===== config.mk =====
export PLATFORM = sky130hd
export DESIGN_NAME = multicycle_decoder
export DESIGN_NICKNAME = d
export VERILOG_FILES = /design/src/rtl/multicycle_decoder.sv
export SDC_FILE = /design/constraint.sdc
export NUM_CORES = 1
export LEC_CHECK = 0
export ABC_AREA = 0
export ABC_CLOCK_PERIOD_IN_PS = 5160
export BUFFER_PORTS_ARGS = -buffer_cell sky130_fd_sc_hd__buf_2
export CORE_UTILIZATION = 53
export DETAILED_ROUTE_END_ITERATION = 8
export PLACE_DENSITY = 0.93
export SYNTH_ARGS = -nofsm -noshare
export SYNTH_HDL_FRONTEND = slang
export SYNTH_SLANG_ARGS = --single-unit
export TNS_END_PERCENT = 50

===== constraint.sdc =====
create_clock -name clock -period 5.16 [get_ports clock]
set_input_delay 0.258 -clock clock [delete_from_list [all_inputs] [get_ports clock]]
set_output_delay 0.258 -clock clock [all_outputs]
set_load 0.03 [all_outputs]

===== src/rtl/multicycle_decoder.sv =====
// multicycle_decoder: fetches i281 instructions and sequences their phases for the opcode register
module multicycle_decoder #(
  parameter int INSTR_WIDTH = 16,
  parameter int FETCH_TIMEOUT = 15,
  parameter int COUNT_WIDTH = 16
) (
  input  logic                   clock,
  input  logic                   reset,
  input  logic                   run,
  input  logic                   imem_valid,
  input  logic [INSTR_WIDTH-1:0] imem_instr,
  output logic                   imem_req,
  output logic [7:0]             output_to_multicycle_opcode,
  output logic                   phase_valid,
  output logic                   instr_done,
  output logic                   fetch_error,
  output logic                   busy,
  output logic [COUNT_WIDTH-1:0] instr_count
);
  localparam int TW = $clog2(FETCH_TIMEOUT + 1);
  // Encodings double as the phase code; IDLE uses an otherwise undriven code
  typedef enum logic [2:0] {FETCH = 3'd0, DECODE = 3'd1, EXEC = 3'd2, MEM = 3'd3, WB = 3'd4, IDLE = 3'd7} state_t;
  state_t state, nxt;
  logic [3:0] op;
  logic [TW-1:0] tcnt;
  logic last, timeout, alu, short_op, mem_last;
  logic unused;
  assign unused = ^imem_instr[INSTR_WIDTH-5:0];
  assign alu = op inside {4'h2, 4'h3, 4'h4, 4'h5, 4'h6, 4'h7, 4'hC};
  assign short_op = op inside {4'hD, 4'hE, 4'hF};
  assign mem_last = op inside {4'h1, 4'hA, 4'hB};
  always_comb begin
    nxt = state;
    last = 1'b0;
    timeout = 1'b0;
    case (state)
      IDLE: nxt = (run && !fetch_error) ? FETCH : IDLE;
      FETCH: begin
        timeout = !imem_valid && tcnt == TW'(FETCH_TIMEOUT - 1);
        nxt = imem_valid ? DECODE : timeout ? IDLE : FETCH;
      end
      DECODE: begin
        last = op == 4'h0;
        nxt = EXEC;
      end
      EXEC: begin
        last = short_op;
        nxt = alu ? WB : MEM;
      end
      MEM: begin
        last = mem_last;
        nxt = WB;
      end
      WB: last = 1'b1;
      default: nxt = IDLE;
    endcase
    if (last) nxt = run ? FETCH : IDLE;
  end
  always_ff @(posedge clock) begin
    if (!reset) begin
      state <= IDLE;
      op <= '0;
      tcnt <= '0;
      fetch_error <= 1'b0;
      instr_count <= '0;
    end else begin
      state <= nxt;
      if (state == FETCH && imem_valid) op <= imem_instr[INSTR_WIDTH-1 -: 4];
      tcnt <= (state == FETCH && !imem_valid && !timeout) ? tcnt + 1'b1 : '0;
      fetch_error <= fetch_error | timeout;
      if (last) instr_count <= instr_count + 1'b1;
    end
  end
  assign imem_req = state == FETCH;
  assign phase_valid = state inside {DECODE, EXEC, MEM, WB};
  assign output_to_multicycle_opcode = phase_valid ? {op, state, last} : 8'h00;
  assign instr_done = last;
  assign busy = state != IDLE;
endmodule


=== Yosys cells after proc, flatten, opt, wreduce, memory -nomap -nowiden ===
Index checks and enable logic that the tools add are counted.

* Flip-flop bits (word level): 28
* Bits of input ports: 20
* Output and inout port bits: 29

* Add/subtract/negate cells: 2
* Eq/ne operators: 21
* Muxes and demuxes: 10
* Bitwise gates (word level): 1
* Reduce and logical (&&, ||, !) cells: 15

{| class="wikitable"
|+ Operators by type and width
! cell !! number
|-
| $eq A4 B4 Y1 const B || 7
|-
| $mux W3 || 6
|-
| $pmux W3 S6 || 1
|-
| $add A16 B1 Y16 const B || 1
|-
| $eq A4 B3 Y1 const B || 4
|-
| $eq A4 B2 Y1 const B || 2
|-
| $mux W8 || 1
|-
| $reduce_bool A7 Y1 || 1
|-
| $eq A3 B2 Y1 const B || 2
|-
| $eq A3 B3 Y1 const B || 2
|-
| $reduce_bool A3 Y1 || 2
|-
| $logic_and A1 B1 Y1 || 5
|-
| $add A4 B1 Y4 const B || 1
|-
| $eq A4 B1 Y1 const B || 1
|-
| $logic_not A4 Y1 || 1
|-
| $pmux W1 S4 || 1
|-
| $reduce_bool A4 Y1 || 1
|-
| $eq A3 B1 Y1 const B || 1
|-
| $logic_not A1 Y1 || 3
|-
| $logic_not A3 Y1 || 1
|-
| $ne A3 B3 Y1 const B || 1
|-
| $ne A2 B2 Y1 const B || 1
|-
| $reduce_and A2 Y1 || 1
|-
| $mux W1 || 1
|-
| $or A1 B1 Y1 || 1
|}

=== Logic depth before layout (Yosys ltp) ===
Gate-level depths: netlist of the first run.

* Depth after elaboration: 6
* Gate-level depth with buffers: 8
* Depth with buffers taken out: 7

=== Worst setup path after synthesis of the first run ===
Ideal clock, no wire load.

* Path type: reg-to-output
* Start: register state[1]
* End: output output_to_multicycle_opcode[4]
* Arrival: 2259 ps
* Data required time: 4902 ps
* Setup slack: 2643 ps
* Cell stages (with the launch flop): 5
* Path through: dfxtp_1 buf_2 nor3_1 nor2_1 and2_1

* Word-level cells in the longest chain between the ends: 3
* Elaborated cells between the ends (all ways): 6

{| class="wikitable"
|+ RTL lines
! element !! line !! source
|-
| from (decl) || 23 || <nowiki>state_t state, nxt;</nowiki>
|-
| from (signal assigned) || 67 || <nowiki>state <= nxt;</nowiki>
|-
| $eq A3 B1 Y1, or another cell as far along || 75 || <nowiki>assign phase_valid = state inside {DECODE, EXEC, MEM, WB};</nowiki>
|-
| $reduce_bool A4 Y1 (*) || 75 ||
|-
| net phase_valid || 14 || <nowiki>output logic phase_valid,</nowiki>
|-
| $mux W8 (*) || 76 || <nowiki>assign output_to_multicycle_opcode = phase_valid ? {op, state, last} : 8'h00;</nowiki>
|-
| to (decl) || 13 || <nowiki>output logic [7:0] output_to_multicycle_opcode,</nowiki>
|}

Mark *: on every way through the listed nets, which the timed path passes. The rest lies on a longest branch.

=== Worst setup path after layout of the first run ===
* Start: register state[0]
* End: output output_to_multicycle_opcode[0]

* Word-level cells in the longest chain between the ends: 3
* Elaborated cells between the ends (all ways): 7

{| class="wikitable"
|+ RTL lines
! element !! line
|-
| $eq A3 B3 Y1, or another cell as far along || 36, 75
|-
| $pmux W1 S4 or $reduce_bool A4 Y1 (tied branches) || 36, 75
|-
| $mux W8 (*) || 76
|}

Every way passes the cells marked *; elsewhere a longest branch is shown, timed or not.

==> reports/summary.txt, run 1 <==
status -> completed
WS Path Type -> reg -> out
post-CTS setup buffers -> 0
fin crit period -> 2.70 ns
Inserted Diodes -> 0
Rel. slew slack -> 19.3%
CTS max path bufs -> 2
post-route ant nets -> 0
Total GRT Usage -> 22.2%
FILL cells -> 232
H-tree Lvls -> 1
Yosys warning total -> 0
final hold violations -> 0
CP required -> 4.90 ns
crit path launch type -> register
post-synth top area share -> 39.4%
actual slew at the worst max-slew pin -> 1.21 ns
routability cong. -> 0.754
synthesized cell area -> 0.00142 mm^2
Slew Viols, Final -> 0
max-cap violations -> 0
grt ovf -> 0
Post-synth EDFFs -> 0
CTS Root Cell -> clkbuf_4
Synth area leader -> dfxtp_1
number of global-route vias before repair -> 1097
Mean Syn Cell Area -> 8.41 um^2
dpl cells -> 226
core area -> 0.00250 mm^2
Yosys reg bits -> 28
# clock sinks -> 28
P_leak -> 0.692 nW
DRC Markers -> 0
final wirelength -> 2970 um
Rows -> 18
initial antenna violation count -> 0
peak supply drop -> 288 uV
die width -> 53.8 um
Final WS setup -> 2.46 ns
Pre-antenna DRT Iters -> 4
# IOs -> 49
Max Clk Rate -> 370 MHz
critical path fanouts, max -> 34
Clock transition at path regs -> 0.15 ns
Finish-stage setup viols -> 0
number of cells in the finished layout apart from fillers -> 230
critical path endpoint category -> output port
CTS tree -> done
Die Footprint -> 0.00289 mm^2
final hold slack -> 0.148 ns
CTS resizes -> 0
synth top area cells -> dfxtp_1 39%, a21oi_1 6.3%, or4_1 4.2%, nor2_1 4.0%, o31ai_1 3.7%
Worst Skew -> 0.00356 ns
latest clock arrival within the worst-skew pair -> 0.34 ns
Num CTS Buffers -> 3
final core occ -> 65.2%
maximum number of pins on one net before global-route repair -> 35
Initial Utilization -> 56.9%
Post-Place Worst Slack -> 2.82 ns
Synth Net Count -> 192
via count -> 1375
layout cell share with drive strength beyond 1 -> 23.0%
Via density -> 5.98
TNS Setup -> 0 ns
final worst path period share -> 52.3%
async set or reset register ratio after synthesis -> 0%
DR WL/cell -> 12.9 um
Worst EP arrival -> 2.44 ns
post-DP HPWL -> 2070 um
first-pass GRT wire length -> 4690 um
Area Growth Syn to Fin -> 14.7%
die height -> 53.8 um
power density cells -> 334 mW/mm^2
worst hold-check path type -> in -> reg
Initial DRC Count -> 30
hold buffer count at CTS -> 0
post-synth cell types -> 38
register area share after synthesis -> 39.4%
PortBufs -> 36
Synth Flop Type -> dfxtp_1
Cells after Synth -> 169
Net count, final -> 224
RSZ-0062 raised after global routing -> false
## layout make-up
| class | count | area [um^2] | area share (%) |
|---|---|---|---|
| inverter | 5 | 18.8 | 1.15 |
| tap | 30 | 37.5 | 2.30 |
| timing repair buffer | 36 | 180 | 11.1 |
| multi-input combinational | 127 | 797 | 48.9 |
| sequential | 28 | 561 | 34.4 |
| clock buffer | 4 | 36.3 | 2.23 |
## critical path: stages, from the launching register on
cell and delay [ns]:
dfxtp_1 0.57, xor2_1 0.11, a41o_1 0.26, a21oi_2 0.86, inv_1 0.08, buf_2 0.22
## cells in the final DEF, fill, tap and decap left out, types with 3 or more instances in the layout
cell	n
o31ai_1	7
clkbuf_4	3
and2_1	4
buf_2	36
and3_1	4
nand4_1	6
nor2_1	15
nand3_1	8
dfxtp_1	28
xor2_1	3
ha_1	3
o21ai_0	7
or3_1	6
mux2i_1	5
or4_1	8
a21oi_1	18
nand2_1	8
inv_1	5
## cells by family (layout without fill, tap and decap cells)
group,count (synthesis),after routing,synth area share (%)
and+or+nand+nor,73,73,29.1
AOI/OAI and AO/OA,42,42,18.3
DFF,28,28,39.4
buffers and inverters,14,45,4.49
muxes,5,5,3.52
xor gates and xnor gates,4,4,2.47
adders and majority gates,3,3,2.64
## flip-flops by register name (all words and copies together) (netlist names)
register / cells
instr_count: 16
op: 4
tcnt: 4
state: 3
fetch_error: 1
## per-layer routing
metal  wire length, um  track usage, %  up-vias  share of wire (%)
li1                  -               -      690                  -
met1              1370            27.2      633                 46
met2              1360            36.8       42                 46
met3               142            3.67       10                4.8
met4                97            11.8        0                3.3
met5                 0               0        -                  0
## through the flow
step / power, mW / area, um^2
2_1_floorplan: 0.410 / 1420
3_3_place_gp: 0.439 / 1590
3_5_place_dp: 0.441 / 1590
4_1_cts: 0.546 / 1630
5_1_grt: 0.577 / 1630
6_report: 0.544 / 1630
## worst paths after layout
path | startpoint | to | slack (ns) | cells past startpoint
max | state[0]$_SDFFE_PN1P_ | output_to_multicycle_opcode[0] | 2.46 | 5
max reg2reg | state[0]$_SDFFE_PN1P_ | instr_count[11]$_SDFFE_PN0P_ | 2.78 | 5
min | imem_instr[12] | op[0]$_SDFFE_PN0P_ | 0.15 | 3
min reg2reg | tcnt[0]$_SDFF_PN0_ | tcnt[0]$_SDFF_PN0_ | 0.48 | 1
## power breakdown
part           leakage, nW  total (mW)  internal, mW  switching [mW]
Sequential           0.226       0.259         0.230          0.0293
Combinational        0.445       0.177        0.0619           0.115
Clock               0.0210       0.108        0.0433          0.0649
## cell usage after synthesis, types with 2 or more instances
library cell,count
nand2_1,8
or2_2,2
or4_1,8
o31ai_1,7
a22oi_1,2
nand3_1,8
a21oi_2,2
nor2b_1,2
nor2_1,15
and2_1,4
clkbuf_1,5
buf_2,3
ha_1,3
or3_1,6
a21oi_1,18
mux2i_1,5
o21ai_0,7
nand4_1,6
nor3_1,2
inv_1,5
nand4b_1,2
and3_1,4
dfxtp_1,28
xor2_1,3
Note: power is estimated with default switching activity, not from simulation.
==> run 2: changes to the inputs <==
--- a/config.mk
+++ b/config.mk
@@ -6,11 +6,11 @@
 export NUM_CORES = 1
 export LEC_CHECK = 0
 export ABC_AREA = 0
-export ABC_CLOCK_PERIOD_IN_PS = 5160
+export ABC_CLOCK_PERIOD_IN_PS = 2300
 export BUFFER_PORTS_ARGS = -buffer_cell sky130_fd_sc_hd__buf_2
-export CORE_UTILIZATION = 53
+export CORE_UTILIZATION = 44
 export DETAILED_ROUTE_END_ITERATION = 8
-export PLACE_DENSITY = 0.93
+export PLACE_DENSITY = 0.83
 export SYNTH_ARGS = -nofsm -noshare
 export SYNTH_HDL_FRONTEND = slang
 export SYNTH_SLANG_ARGS = --single-unit
==> constraint.sdc (replaced) <==
create_clock -name clock -period 2.3 [get_ports clock]
set_input_delay 0.115 -clock clock [delete_from_list [all_inputs] [get_ports clock]]
set_output_delay 0.115 -clock clock [all_outputs]
set_load 0.03 [all_outputs]
==> run 2 against run 1 <==
Via count is 2.5% higher; flip-flop and latch count did not move; clock skew rose by 0.0023 ns.
==> reports/summary.txt, run 2 (same netlist as run 1, synthesis figures left out) <==
CTS tree -> done
hold wc startpoint -> imem_instr[13]
die width -> 58.8 um
peak supply drop -> 357 uV
actual slew at the worst max-slew pin -> 0.644 ns
switching share of power -> 37.5%
worst reg-to-reg path cell count -> 5
Worst EP arrival -> 2.10 ns
Pre-antenna DRT Iters -> 4
Internal -> 0.890 mW
H-tree Lvls -> 1
# IOs -> 49
status -> completed
most common cell after layout, fill and taps aside -> buf_2
CTS max path bufs -> 2
RSZ-0062 raised after global routing -> false
Worst setup startpoint -> op[3]$_SDFFE_PN0P_
Rel. slew slack -> 57.0%
Net count, final -> 231
dpl cells -> 246
Worst Skew -> 0.00581 ns
WS Path Type -> reg -> out
Regs by FF count -> instr_count (16), op (4), tcnt (4)
DRC Markers -> 0
final wirelength -> 3190 um
number of cells in the finished layout apart from fillers -> 251
via count -> 1409
final hold violations -> 0
R2R Setup Slk -> 0.17 ns
Inserted Diodes -> 0
grt ovf -> 0
layout cell share with drive strength beyond 1 -> 26.1%
max-cap violations -> 0
CTS Root Cell -> clkbuf_4
worst hold-check path type -> in -> reg
R2R Path End -> instr_count[12]$_SDFFE_PN0P_
post-DP HPWL -> 2170 um
sequential power share -> 39.9%
WHS Endpoint -> op[1]$_SDFFE_PN0P_
cell area after layout -> 0.00175 mm^2
slowest CP cell -> or4b_4
Top delay family on crit path -> simple AND/OR/NAND/NOR gates
routability cong. -> 0.833
power density cells -> 816 mW/mm^2
fin crit period -> 2.22 ns
DR WL/cell -> 12.7 um
first-pass GRT wire length -> 4990 um
Max Clk Rate -> 451 MHz
Area Growth Syn to Fin -> 22.8%
WHS Path Cells -> 3
critical path endpoint category -> output port
Total GRT Usage -> 18.6%
r2r startpoint -> op[3]$_SDFFE_PN0P_
Net Switching -> 0.534 mW
Rows -> 20
most frequent cells in the layout -> 36 x buf_2, 28 x dfxtp_1, 18 x a21oi_1
# clock sinks -> 28
Die Footprint -> 0.00346 mm^2
final worst path period share -> 96.5%
core area -> 0.00305 mm^2
P_leak -> 0.731 nW
maximum number of pins on one net before global-route repair -> 26
Slew Viols, Final -> 0
largest stage delay on the critical path -> 0.60 ns
max reg flops -> 16
critical path fanouts, max -> 13
post-route ant nets -> 0
Via density -> 5.61
die height -> 58.8 um
post-CTS setup buffers -> 0
number of global-route vias before repair -> 1160
Initial DRC Count -> 102
initial antenna violation count -> 0
crit path launch type -> register
Initial Utilization -> 46.6%
Area after DPL -> 0.00166 mm^2
CP required -> 2.18 ns
Reg with most FFs -> instr_count
latest clock arrival within the worst-skew pair -> 0.33 ns
Num CTS Buffers -> 3
clock power share -> 22.8%
combinational share of power -> 37.4%
Clock transition at path regs -> 0.15 ns
CP Cell Sequence -> or4b_4 > o21ai_4 > a21oi_4 > buf_4 > inv_1 > buf_2
PortBufs -> 36
Finish-stage setup viols -> 0
CP bufs+invs -> 3
-- run 2: tightest hold or removal path, cell delays in order --
cell and delay [ns]:
buf_2 0.07, mux2i_1 0.05, nor2_1 0.08
-- run 2: worst max path at each step --
stage                                                 to  slack [ns]  cells past startpoint
after floorplan             instr_count[14]$_SDFFE_PN0P_       -0.07                      7
after global placement       instr_count[1]$_SDFFE_PN0P_        0.22                      6
after detailed placement     instr_count[1]$_SDFFE_PN0P_        0.20                      6
after CTS                 output_to_multicycle_opcode[0]        0.08                      6
after global routing                          instr_done      0.0005                      6
final                     output_to_multicycle_opcode[0]        0.08                      6
-- run 2: layout make-up --
| class | count | area, um^2 |
|---|---|---|
| multi-input combinational | 128 | 833 |
| tap | 44 | 55.1 |
| clock inverter | 1 | 30.0 |
| fill | 302 | 1310 |
| timing repair buffer | 42 | 225 |
| inverter | 5 | 18.8 |
| clock buffer | 3 | 22.5 |
| sequential | 28 | 561 |
-- run 2: repair_timing --
| action | 4_1_cts | 5_1_grt |
|---|---|---|
| cloned | 0 | 1 |
| setup endpoints to repair | 2 | 2 |
| pin swaps | 0 | 0 |
| resized for setup | 1 | 2 |
| hold buffers | 0 | 0 |
-- run 2: power groups by stage --
stage	Clock, mW	Combinational, mW	Sequential (mW)
global route	0.351	0.572	0.572
detailed placement	0	0.485	0.575
floorplan	0	0.371	0.553
CTS	0.329	0.495	0.565
global placement	0	0.475	0.572
finish	0.324	0.532	0.568
-- run 2: metal layers --
metal / up-vias / GRT usage [%] / wire length (um)
met4: 0 / 7.48 / 56
met2: 42 / 31.0 / 1530
li1: 698 / - / -
met3: 9 / 2.86 / 119
met1: 660 / 24.1 / 1490
met5: - / 0 / 0
-- run 2: stage by stage --
step / TNS [ns] / setup slack [ns] / utilization, % / power, mW / hold WS, ns
global placement: 0 / 0.224 / 54.4 / 1.05 / 0.353
global route: 0 / 0.000451 / 57.2 / 1.49 / 0.0306
detailed placement: 0 / 0.199 / 54.4 / 1.06 / 0.364
CTS: 0 / 0.0798 / 56.4 / 1.39 / 0.0128
finish: 0 / 0.0814 / 57.2 / 1.42 / 0.00863
floorplan: -0.0699 / -0.0693 / - / 0.924 / 0.255
